$ cat config.mk
export PLATFORM = sky130hd
export DESIGN_NAME = rv_result_serializer
export DESIGN_NICKNAME = d
export VERILOG_FILES = /design/src/rtl/rv_result_serializer.sv
export SDC_FILE = /design/constraint.sdc
export NUM_CORES = 1
export LEC_CHECK = 0
export CORE_UTILIZATION = 60
export DETAILED_ROUTE_END_ITERATION = 16
export PLACE_DENSITY = 0.85
export SKIP_LAST_GASP = 1
export SLEW_MARGIN = 15
export SYNTH_ARGS = -nofsm -noshare
export SYNTH_HDL_FRONTEND = slang
export SYNTH_SLANG_ARGS = --single-unit
$ cat constraint.sdc
create_clock -name clk -period 5.2 [get_ports clk]
set_clock_uncertainty 0.1 [all_clocks]
set_input_delay 0.78 -clock clk [delete_from_list [all_inputs] [get_ports clk]]
set_output_delay 0.78 -clock clk [all_outputs]
set_load 0.03 [all_outputs]
$ cat src/rtl/rv_result_serializer.sv
//------------------------------------------------------------------------------
// Module      : rv_result_serializer
// Description : Word FIFO feeding a shift-register transmitter that emits
//               result words LSB byte first on a valid/ready byte stream.
// Revision    : 1.0 - initial release
//------------------------------------------------------------------------------
`timescale 1ns/1ps
`default_nettype none

module rv_result_serializer #(
    parameter int WORD_WIDTH = 32,
    parameter int BYTE_WIDTH = 8,
    parameter int FIFO_DEPTH = 2
) (
    input  logic                  clk,
    input  logic                  rst,
    input  logic                  word_valid,
    output logic                  word_ready,
    input  logic [WORD_WIDTH-1:0] word_data,
    output logic                  byte_valid,
    input  logic                  byte_ready,
    output logic [BYTE_WIDTH-1:0] byte_data,
    output logic                  byte_first,
    output logic                  byte_last,
    output logic                  busy
);

    localparam int c_BEATS  = WORD_WIDTH / BYTE_WIDTH;
    localparam int c_BEAT_W = (c_BEATS > 1) ? $clog2(c_BEATS) : 1;
    localparam int c_PTR_W  = $clog2(FIFO_DEPTH);
    localparam int c_CNT_W  = $clog2(FIFO_DEPTH + 1);

    localparam logic [c_BEAT_W-1:0] c_LAST_BEAT = c_BEAT_W'(c_BEATS - 1);
    localparam logic [c_CNT_W-1:0]  c_FULL_CNT  = c_CNT_W'(FIFO_DEPTH);

    typedef enum logic [0:0] {
        S_IDLE = 1'b0,
        S_SEND = 1'b1
    } state_t;

    state_t                r_state;
    state_t                w_state_nxt;

    logic [WORD_WIDTH-1:0] r_mem [FIFO_DEPTH];
    logic [c_PTR_W-1:0]    r_wr_ptr;
    logic [c_PTR_W-1:0]    r_rd_ptr;
    logic [c_CNT_W-1:0]    r_count;
    logic [WORD_WIDTH-1:0] r_shift;
    logic [c_BEAT_W-1:0]   r_beat;

    logic                  w_full;
    logic                  w_empty;
    logic                  w_push;
    logic                  w_pop;
    logic                  w_shift;

    assign w_full     = (r_count == c_FULL_CNT);
    assign w_empty    = (r_count == '0);
    // Readiness depends only on fullness, so a pop cannot free a slot for the same edge.
    assign word_ready = ~w_full & ~rst;
    assign w_push     = word_valid & word_ready;
    assign byte_data  = r_shift[BYTE_WIDTH-1:0];
    assign busy       = ~w_empty | byte_valid;

    always_ff @(posedge clk or posedge rst) begin
        if (rst) begin
            r_state <= S_IDLE;
        end else begin
            r_state <= w_state_nxt;
        end
    end

    always_comb begin
        w_state_nxt = r_state;
        w_pop       = 1'b0;
        w_shift     = 1'b0;
        byte_valid  = 1'b0;
        byte_first  = 1'b0;
        byte_last   = 1'b0;
        case (r_state)
            S_IDLE: begin
                if (!w_empty) begin
                    w_pop       = 1'b1;
                    w_state_nxt = S_SEND;
                end
            end
            S_SEND: begin
                byte_valid = 1'b1;
                byte_first = (r_beat == '0);
                byte_last  = (r_beat == c_LAST_BEAT);
                if (byte_ready) begin
                    if (r_beat != c_LAST_BEAT) begin
                        w_shift = 1'b1;
                    end else if (!w_empty) begin
                        w_pop = 1'b1;
                    end else begin
                        w_state_nxt = S_IDLE;
                    end
                end
            end
            default: begin
                w_state_nxt = S_IDLE;
            end
        endcase
    end

    always_ff @(posedge clk) begin
        if (w_push) begin
            r_mem[r_wr_ptr] <= word_data;
        end
    end

    always_ff @(posedge clk or posedge rst) begin
        if (rst) begin
            r_wr_ptr <= '0;
            r_rd_ptr <= '0;
            r_count  <= '0;
        end else begin
            if (w_push) begin
                r_wr_ptr <= r_wr_ptr + c_PTR_W'(1);
            end
            if (w_pop) begin
                r_rd_ptr <= r_rd_ptr + c_PTR_W'(1);
            end
            case ({w_push, w_pop})
                2'b10:   r_count <= r_count + c_CNT_W'(1);
                2'b01:   r_count <= r_count - c_CNT_W'(1);
                default: r_count <= r_count;
            endcase
        end
    end

    always_ff @(posedge clk or posedge rst) begin
        if (rst) begin
            r_shift <= '0;
            r_beat  <= '0;
        end else if (w_pop) begin
            r_shift <= r_mem[r_rd_ptr];
            r_beat  <= '0;
        end else if (w_shift) begin
            r_shift <= r_shift >> BYTE_WIDTH;
            r_beat  <= r_beat + c_BEAT_W'(1);
        end
    end

endmodule

`default_nettype wire

==> results.toml <==
[status]
status = "finished clean"

[floorplan]
dieHeight_um = 86.4
die_x_um = 86.4
dieArea_um2 = 7460
initial_core_util = 0.625
coreArea_um2 = 6830
io_pins = 49
rows = 30

[global_route]
grt_antenna_before_repair = 0
grt_remaining_overflow = 0
grt_pass1_vias = 2434
grt_usage = 0.214
grt_max_degree = 52
grt_pass1_wl_mm = 11.8

[drt]
dr.max_layer_used = "met4"
wl_met2_mm = 3.67
ant_nets = 0
dr.pass1.iters = 4
wl_met1_mm = 2.97
route.detailed.drc = 0
wl_mm = 7.04
route.met3.wl_um = 239
wl_per_cell_um = 16.0
vias = 2388
vias_per_cell = 5.43
drt_iter0_markers = 154

[power]
leakagePower_nw = 1.80
p_sw_frac = 0.350
p_switching_mw = 0.839
seq_power_share = 0.515
pwr-share-clk = 0.191
cellPowerDensity_nw_per_um2 = 486
internal_power_mw = 1.56
power_mw = 2.39
vdd_drop_max_mv = 0.260
combPwrFrac = 0.294

[cts]
cts_resized = 0
clkTransAtPathRegs_ns = 0.10
h-tree-depth = 3
postCtsHoldBufs = 0
cts-root-buf = "clkbuf_8"
clock-sinks = 103
clkLatencyLatePin_ns = 0.36
cts_buffers = 9
cts_buffer_depth = 2
cts_tree = "built"
postCtsSetupBuffers = 0

[timing]
slew_headroom = 0.247
setup_viol = 0
rsz0062_at_grt = "false"
fin_crit_sh = 0.577
fmax_mhz = 333
worst_pin_slew_ns = 1.13
fin_crit_ns = 3.00
final_max_slew_viol_count = 0
hold_viol = 0
setup-tns-final_ns = 0

[synth]
synth_cell_type_count = 33
yosysTopAreaCell = "edfxtp_1"
synth_nets = 338
ys_warn_count = 0
ys_ff_latch = 103
netlist_area_um2 = 4270
synth.avg_cell_area_um2 = 14.3
yosysSeqAreaShare = 0.678
synth_top_area_frac = 0.450
syn_inst = 299
synthTopCellsByArea = "edfxtp_1 45%, dfrtp_1 23%, a211oi_2 4.4%, o31ai_2 4.4%, nand2_1 3.4%"

[placed_design]
gp_congestion = 0.687
dp_cells = 424
portBuffers = 48
dp_hpwl_mm = 4.51

[hold_path]
hold_path_class = "reg -> reg"

[final_layout]
syn_to_final_growth_pct = 15.4
final_cells = 440
drive_above_1_share = 0.186
final_nets = 378
layout_common_cells = "64 x edfxtp_1, 48 x clkdlybuf4s50_1, 39 x nand2_1, 38 x dfrtp_1, 20 x nor2_1"
final_common_cell = "edfxtp_1"
n_antenna_cell = 0

[flow_run]
max_cap_violations = 0

[setup_path]
crit_type = "in -> out"
crit_path_top_delay_cell = "clkdlybuf4s50_1"
crit_required_ns = 4.32
path_cells = "clkdlybuf4s50_1 > a21oi_1 > clkdlybuf4s50_1"
crit_arrival_ns = 2.12
end_kind = "output pin"
crit_path_max_fanout = 3
start_kind = "input pin"
slowest_delay_ns = 0.71
cp_common_cell = "clkdlybuf4s50_1"
layer usage:
layer  track usage  vias up
li1              -     1147
met1         0.273     1172
met2         0.362       57
met3        0.0324       12
met4         0.108        0
met5             0        -
kinds of logic (layout without fill, tap and decap cells):
logic type,after synthesis,after routing,synth area share
flops,103,103,0.678
compound gates,61,61,0.134
simple gates,83,83,0.0870
fa+ha+maj,3,3,0.00879
xor+xnor,5,5,0.0103
mux,14,14,0.0346
buf+inv,30,75,0.0475
path summary, 6_finish.rpt:
path,start,to,slack (ns),cells past startpoint
worst max register to register,r_beat[0]$_DFFE_PP0P_,r_count[1]$_DFFE_PP0P_,2.59,7
worst min register to register,r_shift[20]$_DFFE_PP0P_,r_shift[20]$_DFFE_PP0P_,0.39,2
worst min-delay path,r_shift[20]$_DFFE_PP0P_,r_shift[20]$_DFFE_PP0P_,0.39,2
worst max-delay path,rst,word_ready,2.20,3
max in group asynchronous,rst,r_rd_ptr$_DFFE_PP0N_,3.86,3
min in group asynchronous,rst,r_wr_ptr$_DFFE_PP0P_,0.75,3
state kept, by name, indices dropped and copies added (netlist names):
name	count
r_mem	64
r_beat	2
r_shift	32
r_wr_ptr	1
r_state	1
r_rd_ptr	1
r_count	2
cell type report:
cell class	count	area, um^2
Sequential cell	103	2900
Fill cell	464	1900
Multi-Input combinational cell	166	1190
Timing Repair Buffer	53	518
Clock buffer	9	124
Tap cell	96	120
Clock inverter	7	56.3
Inverter	6	27.5
critical path, delay by kind of cell:
kind	cells	cell delay (ns)
AOI/OAI and AO/OA	1	0.21
buffers and inverters	2	1.13
power groups by stage:
stage	logic [mW]	clock network [mW]	registers, mW
2_1_floorplan	0.632	0	1.15
3_3_place_gp	0.681	0	1.24
6_report	0.704	0.457	1.23
3_5_place_dp	0.710	0	1.25
4_1_cts	0.714	0.466	1.23
5_1_grt	0.771	0.502	1.26
synth_stat cells:
cell type,instances
xnor2_1,4
nor2_1,21
ha_1,3
o21ai_1,1
mux2_2,6
a32o_1,1
nor2_2,1
o22ai_1,6
nand2_1,39
clkbuf_1,2
nor2b_1,18
a21o_1,1
and3_1,1
a211oi_1,3
o31ai_2,15
dfrtp_1,39
buf_6,4
buf_4,12
clkbuf_4,1
edfxtp_1,64
nand2b_2,1
o21ai_0,14
mux2i_1,8
a211oi_2,15
clkinv_4,1
inv_2,1
a21oi_1,1
buf_2,5
inv_1,4
xor2_1,1
o31ai_1,3
o2bb2ai_2,1
and2_1,2
metrics by stage:
step / worst slack (ns) / instance area (um^2) / hold WS, ns / util
6_report: 2.20 / 4930 / 0.392 / 0.722
5_1_grt: 2.15 / 4930 / 0.419 / 0.722
4_1_cts: 2.20 / 4930 / 0.394 / 0.722
3_5_place_dp: 1.92 / 4750 / 0.371 / 0.695
3_3_place_gp: 1.99 / 4750 / 0.362 / 0.695
2_1_floorplan: 1.74 / 4270 / 0.349 / -
Note: power is estimated with default switching activity, not from simulation.
